--- config.mk ---
export PLATFORM = sky130hd
export DESIGN_NAME = fifo_top_black_box
export DESIGN_NICKNAME = d
export VERILOG_FILES = /design/src/rtl/fifo_pkg.sv /design/src/rtl/sync_fifo_core.sv /design/src/rtl/fifo_top_black_box.sv
export SDC_FILE = /design/constraint.sdc
export NUM_CORES = 1
export LEC_CHECK = 0
export CORE_MARGIN = 2
export CORE_UTILIZATION = 50
export CTS_CLUSTER_SIZE = 12
export DETAILED_ROUTE_END_ITERATION = 12
export GPL_ROUTABILITY_DRIVEN = 1
export GPL_TIMING_DRIVEN = 0
export PLACE_DENSITY = 0.74
export SKIP_LAST_GASP = 1
export SLEW_MARGIN = 15
export SYNTH_ARGS = -nofsm -noshare
export SYNTH_HDL_FRONTEND = slang
export SYNTH_SLANG_ARGS = --single-unit
--- constraint.sdc ---
create_clock -name clk -period 6.14 [get_ports clk]
set_clock_uncertainty 0.05 [all_clocks]
set_input_delay 1.228 -clock clk [delete_from_list [all_inputs] [get_ports clk]]
set_output_delay 1.228 -clock clk [all_outputs]
set_load 0.01 [all_outputs]
--- src/rtl/fifo_pkg.sv ---
`default_nettype none
// ============================================================================
// fifo_pkg : default geometry and read-rate constants for the FIFO wrapper
// Revision : 1.0
// ============================================================================
package fifo_pkg;

    localparam int DATA_WIDTH_DEF = 8;
    localparam int ADDR_WIDTH_DEF = 4;
    localparam int AF_THRESH_DEF  = 14;
    localparam int RD_DIV_DEF     = 2;

    // Divider counter width; a divide-by-one still needs a 1-bit register.
    function automatic int div_width(input int div);
        return (div > 1) ? $clog2(div) : 1;
    endfunction

endpackage
`default_nettype wire

--- src/rtl/sync_fifo_core.sv ---
`default_nettype none
// ============================================================================
// sync_fifo_core : single-clock FIFO storage, pointers, occupancy and flags
// Revision : 1.0
// ============================================================================
module sync_fifo_core
    import fifo_pkg::*;
#(
    parameter int DATA_WIDTH = DATA_WIDTH_DEF,
    parameter int ADDR_WIDTH = ADDR_WIDTH_DEF,
    parameter int AF_THRESH  = AF_THRESH_DEF
) (
    input  logic                  clk,
    input  logic                  rst,
    input  logic                  wr_req,
    input  logic [DATA_WIDTH-1:0] wr_data,
    input  logic                  rd_tick,
    output logic [DATA_WIDTH-1:0] rd_data,
    output logic                  rd_valid,
    output logic                  full,
    output logic                  empty,
    output logic                  almost_full,
    output logic [ADDR_WIDTH:0]   count
);

    localparam int                DEPTH   = 1 << ADDR_WIDTH;
    localparam logic [ADDR_WIDTH:0] DEPTH_C = (ADDR_WIDTH+1)'(DEPTH);
    localparam logic [ADDR_WIDTH:0] AF_C    = (ADDR_WIDTH+1)'(AF_THRESH);

    logic [DATA_WIDTH-1:0] mem [DEPTH];
    logic [ADDR_WIDTH-1:0] wptr;
    logic [ADDR_WIDTH-1:0] rptr;
    logic [ADDR_WIDTH:0]   count_nxt;
    logic                  do_wr;
    logic                  do_rd;

    // Both decisions use the pre-edge count: a read cannot free a slot for a
    // write on the same edge, and a write cannot feed a read on the same edge.
    assign full  = (count == DEPTH_C);
    assign empty = (count == '0);
    assign do_wr = wr_req & ~full;
    assign do_rd = rd_tick & ~empty;

    always_comb begin
        count_nxt = count;
        case ({do_wr, do_rd})
            2'b10:   count_nxt = count + 1'b1;
            2'b01:   count_nxt = count - 1'b1;
            default: count_nxt = count;
        endcase
    end

    always_ff @(posedge clk) begin
        if (do_wr) begin
            mem[wptr] <= wr_data;
        end
    end

    always_ff @(posedge clk) begin
        if (rst) begin
            wptr        <= '0;
            rptr        <= '0;
            count       <= '0;
            rd_data     <= '0;
            rd_valid    <= 1'b0;
            almost_full <= 1'b0;
        end else begin
            count       <= count_nxt;
            almost_full <= (count_nxt >= AF_C);
            rd_valid    <= do_rd;
            if (do_wr) begin
                wptr <= wptr + 1'b1;
            end
            if (do_rd) begin
                rd_data <= mem[rptr];
                rptr    <= rptr + 1'b1;
            end
        end
    end

endmodule
`default_nettype wire

--- src/rtl/fifo_top_black_box.sv ---
`default_nettype none
// ============================================================================
// fifo_top_black_box : FIFO wrapper draining one word every RD_DIV clocks
// Revision : 1.0
// ============================================================================
module fifo_top_black_box
    import fifo_pkg::*;
#(
    parameter int DATA_WIDTH = DATA_WIDTH_DEF,
    parameter int ADDR_WIDTH = ADDR_WIDTH_DEF,
    parameter int AF_THRESH  = AF_THRESH_DEF,
    parameter int RD_DIV     = RD_DIV_DEF
) (
    input  logic                  clk,
    input  logic                  rst,
    input  logic                  valid_input,
    input  logic [DATA_WIDTH-1:0] from_user,
    output logic [DATA_WIDTH-1:0] to_the_user,
    output logic                  rvalid,
    output logic                  almost_full
);

    localparam int DIV_W = div_width(RD_DIV);

    logic [DIV_W-1:0]    divider;
    logic                rd_tick;
    logic                full;
    logic                empty;
    logic                wen;
    logic [ADDR_WIDTH:0] count;

    // Models the slower consumer: one read opportunity per RD_DIV clocks.
    assign rd_tick = (divider == DIV_W'(RD_DIV - 1));
    assign wen     = ~full;

    always_ff @(posedge clk) begin
        if (rst) begin
            divider <= '0;
        end else if (rd_tick) begin
            divider <= '0;
        end else begin
            divider <= divider + 1'b1;
        end
    end

    sync_fifo_core #(
        .DATA_WIDTH (DATA_WIDTH),
        .ADDR_WIDTH (ADDR_WIDTH),
        .AF_THRESH  (AF_THRESH)
    ) u_core (
        .clk         (clk),
        .rst         (rst),
        .wr_req      (valid_input),
        .wr_data     (from_user),
        .rd_tick     (rd_tick),
        .rd_data     (to_the_user),
        .rd_valid    (rvalid),
        .full        (full),
        .empty       (empty),
        .almost_full (almost_full),
        .count       (count)
    );

endmodule
`default_nettype wire

==> metrics.yaml, run 1 <==
die_y_um: 114.0
relSlewSlack_pct: 40.21
multiInputGateArea_um2: 1624
stdcell_area_um2: 7054
synthTopCellsByArea: "edfxtp_1 64%, mux4_2 15%, dfxtp_1 7.9%, nor2_1 1.7%, nand2_1 1.6%"
place_congestion: 0.8327
wirelength_um: 11620
path_clk_slew_ps: 60
cts_sinks: 152
ys_async_sr_fraction_pct: 0
crit_chain: "clkdlybuf4s50_1, o21a_1, clkbuf_1, inv_1, ha_1, clkbuf_1, nor4bb_1, a31oi_1, a31o_2, a32oi_1, o32ai_1"
yosysSeqAreaShare_pct: 71.48
synth_area_um2: 6050
postCtsSetupBuffers: 0
reg2reg_slack_ps: 2970
cts_buffers: 17
nets: 394
diodes: 0
critPathMaxStageDelay_ps: 580
synth_cells: 337
clock_latency_ps: 430
holdBufCountCts: 0
antenna_found_initial: 0
grt_pass1_wl_um: 18150
tritoncts: "done"
hold_viol_final: 0
timing.final.ws_setup_ps: 2582
required_ps: 6380
synth.top_cell.area_share_pct: 63.54
ys_ff_latch: 152
fin_crit_ps: 3558
grt_pass1_vias: 3207
cp_max_fo: 9
io_pins: 21
synth_largest_area_cell: "edfxtp_1"
pre_cts_ws_ps: 2205
regArea_um2: 4324
rsz0062_at_grt: "false"
worstMarginPinSlew_ps: 891.9
drv_cap: 0
route.detailed.drc: 0
grtUsageTotal_pct: 19.84
r2r-start: "u_core.count[2]"
die_x_um: 114.0
drt_pass1_iterations: 5
globalRoute.totalOverflow: 0
cts_buffer_depth: 2
end_kind: "flop"
cp_common_cell: "clkbuf_1"
grt_max_degree: 17
drt_iter0_markers: 395
synth_edf_count: 128
hold_path_class: "reg -> reg"
ys_warn_count: 0
finalCritPeriodShare_pct: 57.94
cellPowerDensity_nw_per_um2: 395.7
synth.net_count: 355
core.rowCount: 40
core_um2: 11910
path_class: "in -> reg"
start_kind: "primary input"
reg2reg_to: "u_core.almost_full"
min_from: "u_core.rd_data[7]"
fmax_ghz: 0.2811
cts_resized: 0
area.growth.synth_to_final_pct: 16.61
vias: 3141
r2r_cells: 12
wire_per_inst_um: 21.71
p_total_mw: 2.791
viasPerCell: 5.871
initial_core_util_pct: 50.79
whs_path_depth: 2
dieArea_um2: 12990
setup-tns-final_ps: 0
layout-drive-gt1-share_pct: 22.16
irDropWorstVdd_v: 0.0002075
cts_htree_levels: 4
cp.arrival_ps: 3800
num-fill-cells: 874
min_to: "u_core.rd_data[7]"
dp.final_hpwl_um: 7626
portBuffers: 20
placedInstanceArea_um2: 6454
p_leak_nw: 2.230
status: "completed"
syn_avg_cell_area_um2: 17.95
clockRootBuffer: "clkbuf_16"
drtAntennaViolNets: 0
drv_slew: 0
synthDistinctLibCells: 37
synth_ff_type: "edfxtp_1"
setup_violations: 0
cp_slowest_cell: "clkdlybuf4s50_1"
==> cell families (layout without fill, tap and decap cells) <==
family | Yosys count | in the layout | share of synthesized area (%)
and+or+nand+nor | 69 | 69 | 5.067
DFF | 152 | 152 | 71.48
adders and majority gates | 7 | 7 | 1.448
muxes | 42 | 42 | 15.22
AOI/OAI and AO/OA | 28 | 28 | 3.330
buffers and inverters | 29 | 80 | 2.006
xor gates and xnor gates | 10 | 10 | 1.448
==> per-layer routing <==
| layer | wire length (um) | share of wire [%] | global-route usage, % |
|---|---|---|---|
| met3 | 828 | 7.1 | 5.420 |
| met1 | 4954 | 43 | 27.47 |
| met2 | 5706 | 49 | 30.91 |
| met5 | 0 | 0 | 0 |
| met4 | 127 | 1.1 | 6.748 |
==> state kept, by name, summed over array words and instances (netlist names) <==
signal and flops:
u_core.rd_valid 1, u_core.mem 128, u_core.count 5, u_core.rptr 4, u_core.almost_full 1, u_core.rd_data 8, divider 1, u_core.wptr 4
==> worst max-delay path: cells and delay by family <==
family / cells / cell delay, ps
adder cells (fa/ha/maj): 1 / 200
AND/OR/NAND/NOR: 1 / 330
buffers and inverters: 4 / 1210
AO/OA/AOI/OAI: 5 / 830
==> cell usage after synthesis, types with 2 or more instances <==
library cell and count:
buf_1 3, inv_1 8, ha_1 7, clkbuf_1 13
buf_2 4, dfxtp_1 24, a211oi_1 2, nor3_1 5
a211o_1 2, nand2b_1 3, nand4_1 2, xnor2_1 4
mux2i_1 2, nand2_1 25, nor2_1 28, xor2_1 6
mux4_2 40, a21oi_1 13, edfxtp_1 128
==> layout by cell type, fill, tap and decap left out, types with 2 or more instances in the layout <==
master           synthesis  final
edfxtp_1               128    128
mux4_2                  40     40
nor2_1                  28     28
nand2_1                 25     25
dfxtp_1                 24     24
clkdlybuf4s50_1          0     20
clkbuf_16                0     17
clkbuf_1                13     13
a21oi_1                 13     13
inv_1                    8      8
ha_1                     7      7
xor2_1                   6      6
clkinvlp_4               0      6
nor3_2                   0      4
buf_2                    4      4
xnor2_1                  4      4
buf_1                    3      3
nand2b_1                 3      3
bufinv_16                0      3
a211oi_1                 2      2
a211o_1                  2      2
mux2i_1                  2      2
nand4_1                  2      2
inv_6                    0      2
clkinv_4                 0      2
==> cell type report <==
cell class	count	area share, %
timing repair buffer	20	2.838
sequential	152	61.30
tap	147	2.607
clock inverter	14	2.483
multi-input combinational	156	23.02
clock buffer	17	6.031
inverter	8	0.4257
buffer	21	1.295
==> power by group <==
group / internal [mW] / switching, mW
clock network: 0.638 / 0.407
logic: 0.264 / 0.277
registers: 1.17 / 0.0313
total: 2.08 / 0.716
==> metrics by stage <==
step                util, %  hold slack, ps  instances
finish                59.22           410.0        535
global route          59.22           430.9        535
CTS                   59.22           410.3        535
detailed placement    54.18           397.6        504
global placement      54.01           394.9        504
floorplan                 -           415.4        337
==> how the worst max path moves through the flow <==
stage	startpoint	to	slack, ps
after global placement	valid_input	u_core.mem[3][4]	2050
after detailed placement	valid_input	u_core.almost_full	2210
after floorplan	valid_input	u_core.almost_full	3130
final	valid_input	u_core.almost_full	2580
after CTS	valid_input	u_core.almost_full	2630
after global routing	valid_input	u_core.almost_full	2390
No activity file was read; power rests on OpenSTA's default activity.
==> run 2: changes to the inputs <==
--- a/config.mk
+++ b/config.mk
@@ -11,7 +11,7 @@
 export DETAILED_ROUTE_END_ITERATION = 12
 export GPL_ROUTABILITY_DRIVEN = 1
 export GPL_TIMING_DRIVEN = 0
-export PLACE_DENSITY = 0.74
+export PLACE_DENSITY = 0.77
 export SKIP_LAST_GASP = 1
 export SLEW_MARGIN = 15
 export SYNTH_ARGS = -nofsm -noshare
==> constraint.sdc (replaced) <==
create_clock -name clk -period 3 [get_ports clk]
set_clock_uncertainty 0.05 [all_clocks]
set_input_delay 0.6 -clock clk [delete_from_list [all_inputs] [get_ports clk]]
set_output_delay 0.6 -clock clk [all_outputs]
set_load 0.01 [all_outputs]
==> metrics.yaml, run 2 (same netlist as run 1, synthesis figures left out) <==
core.rowCount: 40  # unchanged
grt_pass1_vias: 3177  # -0.94%
cts_buffers: 17  # unchanged
grtUsageTotal_pct: 19.84  # about the same
relSlewSlack_pct: 33.81  # -6.4 points
hold_viol_final: 0  # unchanged
setup-tns-final_ps: 0  # unchanged
grt_pass1_wl_um: 18420  # +1.4%
irDropWorstVdd_v: 0.0004608  # +120%
final_cell_mix: "128 x edfxtp_1, 40 x mux4_2, 28 x nor2_1"
cp_slowest_cell: "or4_4"
path_clk_slew_ps: 60  # about the same
critical_path.top_delay_family: "compound AO/OA/AOI/OAI gates"
viasPerCell: 5.912  # +0.69%
area.growth.synth_to_final_pct: 16.38
tritoncts: "done"
regMostFlops: "u_core.mem"
hold_path_class: "reg -> reg"
pre_cts_ws_ps: -292.1  # -2497 ps
die_y_um: 114.0  # unchanged
finalCritPeriodShare_pct: 95.35
clockRootBuffer: "clkbuf_16"
fmax_ghz: 0.3496
cellPowerDensity_nw_per_um2: 813.2  # +110%
clock_latency_ps: 410  # -20 ps
place_congestion: 0.8164  # -2.0%
largestRegisters: "u_core.mem x128, u_core.rd_data x8, u_core.count x5"
crit_chain: "buf_6, or4_4, o211a_4, xor2_1, ha_1, o41ai_1, o2111ai_1, a211oi_1, xnor2_1, o32ai_1"
worstMarginPinSlew_ps: 989.1  # +97.20 ps
p_leak_nw: 2.237  # +0.34%
dp.final_hpwl_um: 7475  # -2.0%
drtAntennaViolNets: 0  # unchanged
vias: 3145  # +0.13%
wirelength_um: 11960  # +2.9%
end_kind: "flop"
cp.arrival_ps: 3090  # -710 ps
io_pins: 21  # unchanged
dieArea_um2: 12990  # unchanged
layout-drive-gt1-share_pct: 21.82  # -0.35 points
cts_buffer_depth: 2  # unchanged
required_ps: 3230  # -3150 ps
critPathMaxStageDelay_ps: 540  # -40 ps
cts_htree_levels: 4  # unchanged
status: "completed"
drt_pass1_iterations: 7  # +2
wire_per_inst_um: 22.48  # +3.5%
timing.final.ws_setup_ps: 139.4  # -2443 ps
fin_crit_ps: 2861
setup_violations: 0  # unchanged
portBuffers: 20  # unchanged
path_class: "reg -> reg"
rsz0062_at_grt: "false"
start_kind: "flop"
largest_reg_flops: 128  # unchanged
nets: 391  # -0.76%
drv_cap: 0  # unchanged
initial_core_util_pct: 50.79  # unchanged
core_um2: 11910  # unchanged
crit_buf_inv: 1  # -3
final_common_cell: "edfxtp_1"
drv_slew: 0  # unchanged
cp_max_fo: 9  # unchanged
globalRoute.totalOverflow: 0  # unchanged
cts_sinks: 152  # unchanged
grt_max_degree: 17  # unchanged
antenna_found_initial: 0  # unchanged
route.detailed.drc: 0  # unchanged
die_x_um: 114.0  # unchanged
diodes: 0  # unchanged
drt_iter0_markers: 293  # -26%
[run 2: report_power, final]
part	internal (mW)	leakage, nW	switching (mW)
registers	2.40	1.35	0.0704
clock network	1.37	0.288	0.775
logic	0.544	0.597	0.558
total	4.32	2.24	1.40
[run 2: per-layer routing]
layer  GRT usage, %  part of all wire [%]  vias up
li1               -                     -     1388
met1          25.69                    41     1616
met2          33.21                    52      123
met3          4.623                   5.5       18
met4          7.073                   1.4        0
met5              0                     0        -
[run 2: worst paths after layout]
kind	slack [ps]	cells after the start	startpoint	end
max	140	10	u_core.count[2]	u_core.almost_full
min	410	2	u_core.rd_data[0]	u_core.rd_data[0]
max reg2reg	140	10	u_core.count[2]	u_core.almost_full
min reg2reg	410	2	u_core.rd_data[0]	u_core.rd_data[0]
[run 2: cell type report]
type                       instances  area, um^2
fill                             860        4871
sequential                       152        4324
multi-input combinational        156        1630
clock buffer                      20       436.7
timing repair buffer              20       200.2
tap                              147       183.9
clock inverter                    11       155.1
buffer                            18       80.08
inverter                           8       30.03
[run 2: what timing repair did]
item,in CTS,in global routing
hold buffers,0,0
gates resized for setup,2,1
endpoints found under the setup margin,4,4
buffers inserted,0,0
[run 2: worst register-to-register path, delay by kind of cell (launching register included)]
family / cells / cell delay [ps]
AOI/OAI and AO/OA: 5 / 1150
and+or+nand+nor: 1 / 540
xor gates and xnor gates: 2 / 320
DFF: 1 / 310
adders and majority gates: 1 / 220
buffers and inverters: 1 / 130
[run 2: stage by stage]
stage               instance area (um^2)  utilization, %  std cells  total power, mW  hold WS (ps)
floorplan                           6050               -        337            3.289         415.4
global placement                    6434           54.01        504            3.577         395.5
detailed placement                  6454           54.18        504            3.609         404.5
CTS                                 7046           59.15        534            5.758         412.0
global route                        7041           59.11        532            5.935         431.2
finish                              7041           59.11        532            5.726         414.1
==> run 3: changes to the inputs <==
--- a/config.mk
+++ b/config.mk
@@ -5,11 +5,11 @@
 export SDC_FILE = /design/constraint.sdc
 export NUM_CORES = 1
 export LEC_CHECK = 0
+export ABC_AREA = 1
 export CORE_MARGIN = 2
 export CORE_UTILIZATION = 50
 export CTS_CLUSTER_SIZE = 12
 export DETAILED_ROUTE_END_ITERATION = 12
-export GPL_ROUTABILITY_DRIVEN = 1
 export GPL_TIMING_DRIVEN = 0
 export PLACE_DENSITY = 0.77
 export SKIP_LAST_GASP = 1
==> metrics.yaml, run 3 <==
cts_buffers: 17  # unchanged
path_class: "reg -> reg"
drtAntennaViolNets: 0  # unchanged
crit_chain: "nor2_2, nand3_2, nand2_4, inv_4, clkbuf_1, ha_1, or2_2, nand3_1, a21oi_1, nand3_1, nand2_1"
yosysSeqAreaShare_pct: 69.68  # -1.8 points
wirelength_um: 15400  # +29%
globalRoute.totalOverflow: 0  # unchanged
cellPowerDensity_nw_per_um2: 851.5  # +4.7%
crit_end: "u_core.almost_full"
io_pins: 21  # unchanged
wire_per_inst_um: 21.13  # -6.0%
regMostFlops: "u_core.mem"
p_total_mw: 6.111  # +6.7%
die_y_um: 115.4  # +1.2%
die_x_um: 115.4  # +1.2%
status: "completed"
synth.top_cell.area_share_pct: 61.94  # -1.6 points
crit_buf_inv: 2  # +1
cts_htree_levels: 4  # unchanged
core.rowCount: 40  # unchanged
setup-tns-final_ps: 0  # unchanged
nets: 566  # +45%
final_cell_mix: "128 x edfxtp_1, 87 x nor2_1, 50 x o21ai_0"
drt_iter0_markers: 531  # +81%
diodes: 0  # unchanged
required_ps: 3270  # +40 ps
ys_warn_count: 0  # unchanged
grt_pass1_wl_um: 23160  # +26%
grt_pass1_vias: 4232  # +33%
synth_area_um2: 6206  # +2.6%
cts_sinks: 152  # unchanged
cp_slowest_cell: "dfxtp_1"
route.detailed.drc: 0  # unchanged
synth_ff_type: "edfxtp_1"
clockRootBuffer: "clkbuf_16"
irDropWorstVdd_v: 0.0004981  # +8.1%
synth_edf_count: 128  # unchanged
synthDistinctLibCells: 28  # -24%
r2r_cells: 11  # +1
cp_num_cells: 11  # +1
holdWs_ps: 426.6  # +12.49 ps
p_leak_nw: 2.459  # +9.9%
start_kind: "flop"
synth.most_common_cell: "edfxtp_1"
drv_slew: 0  # unchanged
r2r-start: "u_core.count[0]"
holdBufCountCts: 0  # unchanged
clock_latency_ps: 420  # about the same
synth.top_cells.by_count: "128 x edfxtp_1, 87 x nor2_1, 50 x o21ai_0"
syn_avg_cell_area_um2: 12.19  # -32%
portBuffers: 20  # unchanged
largestRegisters: "u_core.mem x128, u_core.rd_data x8, u_core.count x5"
dp.final_hpwl_um: 10010  # +34%
relSlewSlack_pct: 37.39  # +3.6 points
synthTopCellsByArea: "edfxtp_1 62%, dfxtp_1 7.7%, nor2_1 5.3%, o21ai_0 4.0%, o221ai_1 3.2%"
synth.net_count: 527  # +48%
final_common_cell: "edfxtp_1"
finalCritPeriodShare_pct: 74.44  # -21 points
worstMarginPinSlew_ps: 935.7  # -53.41 ps
initial_core_util_pct: 51.45  # +0.66 points
path_clk_slew_ps: 60  # about the same
antenna_found_initial: 0  # unchanged
cp_max_fo: 10  # +1
synth_largest_area_cell: "edfxtp_1"
crit_start: "u_core.count[0]"
drv_cap: 0  # unchanged
cp.arrival_ps: 2500  # -590 ps
fmax_ghz: 0.4478  # +28%
cts_buffer_depth: 2  # unchanged
core_um2: 12060  # +1.3%
reg2reg_to: "u_core.almost_full"
dieArea_um2: 13320  # +2.5%
synth_cells: 509  # +51%
fin_crit_ps: 2233  # -627.5 ps
grtUsageTotal_pct: 24.40  # +4.6 points
rsz0062_at_grt: "false"
ys_async_sr_fraction_pct: 0  # unchanged
critical_path.top_delay_family: "simple AND/OR/NAND/NOR gates"
place_congestion: 0.8838  # +8.3%
cts_resized: 0  # -2
setup_violations: 0  # unchanged
largest_reg_flops: 128  # unchanged
layout-drive-gt1-share_pct: 9.982  # -12 points
drt_pass1_iterations: 8  # +1
reg2reg_slack_ps: 770  # +630 ps
hold_path_class: "reg -> reg"
ys_ff_latch: 152  # unchanged
tritoncts: "done"
cp_common_cell: "nand3_1"
hold_viol_final: 0  # unchanged
vias: 4375  # +39%
end_kind: "flop"
area.growth.synth_to_final_pct: 15.65
critPathMaxStageDelay_ps: 430  # -110 ps
grt_max_degree: 17  # unchanged
viasPerCell: 6.001  # +1.5%
postCtsSetupBuffers: 0  # unchanged
[run 3: cell types whose count changed after synthesis, sizes merged, moves of 9 or more]
| cell | previous run | this run |
|---|---|---|
| o21ai | 1 | 70 |
| nor2 | 28 | 90 |
| mux4 | 40 | 0 |
| nand3 | 0 | 32 |
| o221ai | 0 | 23 |
| inv | 8 | 29 |
| o211ai | 0 | 17 |
| nand2 | 25 | 35 |
| o22ai | 0 | 9 |
[run 3: final cells by class]
class	instances	area, um^2
fillers	918	4885
multi-input cells	300	1615
repair buffers	20	200.2
inverters	30	115.1
flip-flops and latches	152	4324
well taps	168	210.2
clock buffers	17	425.4
plain buffers	27	151.4
clock inverters	15	135.1
[run 3: power breakdown]
| part | switching [mW] | total (mW) | leakage, nW | internal [mW] |
|---|---|---|---|---|
| registers | 0.104 | 2.55 | 1.35 | 2.44 |
| clock network | 0.803 | 2.01 | 0.270 | 1.21 |
| logic | 1.04 | 1.56 | 0.835 | 0.510 |
[run 3: worst min path at each step]
stage,startpoint,to,cells after the start,slack [ps]
4_1_cts,divider,divider,1,430
5_1_grt,divider,divider,1,460
3_3_place_gp,divider,divider,1,390
6_report,divider,divider,1,430
2_1_floorplan,divider,divider,1,380
3_5_place_dp,divider,divider,1,420
[run 3: stage by stage]
step	cell area [um^2]	util [%]	cells	setup slack (ps)
final	7177	59.50	729	766.9
after global routing	7177	59.50	729	616.3
after CTS	7177	59.50	729	751.8
after detailed placement	6616	54.85	697	340.9
after global placement	6616	54.85	697	398.9
after floorplan	6206	-	509	1058
[run 3: cells by family (layout without fill, tap and decap cells)]
kind of cell,Yosys count,count (layout),synth area share [%]
AO/OA/AOI/OAI,130,130,12.74
adder cells (fa/ha/maj),7,7,1.411
XOR/XNOR,1,1,0.1412
flip-flops,152,152,69.68
buffers and inverters,57,109,4.294
AND/OR/NAND/NOR,162,162,11.73
[run 3: routing by layer]
layer | vias to the layer above | share of wire, % | GRT usage, %
met1 | 2076 | 37 | 31.73
met3 | 49 | 11 | 6.485
li1 | 1952 | - | -
met2 | 298 | 47 | 37.93
met4 | 0 | 3.9 | 12.85
met5 | - | 0 | 0
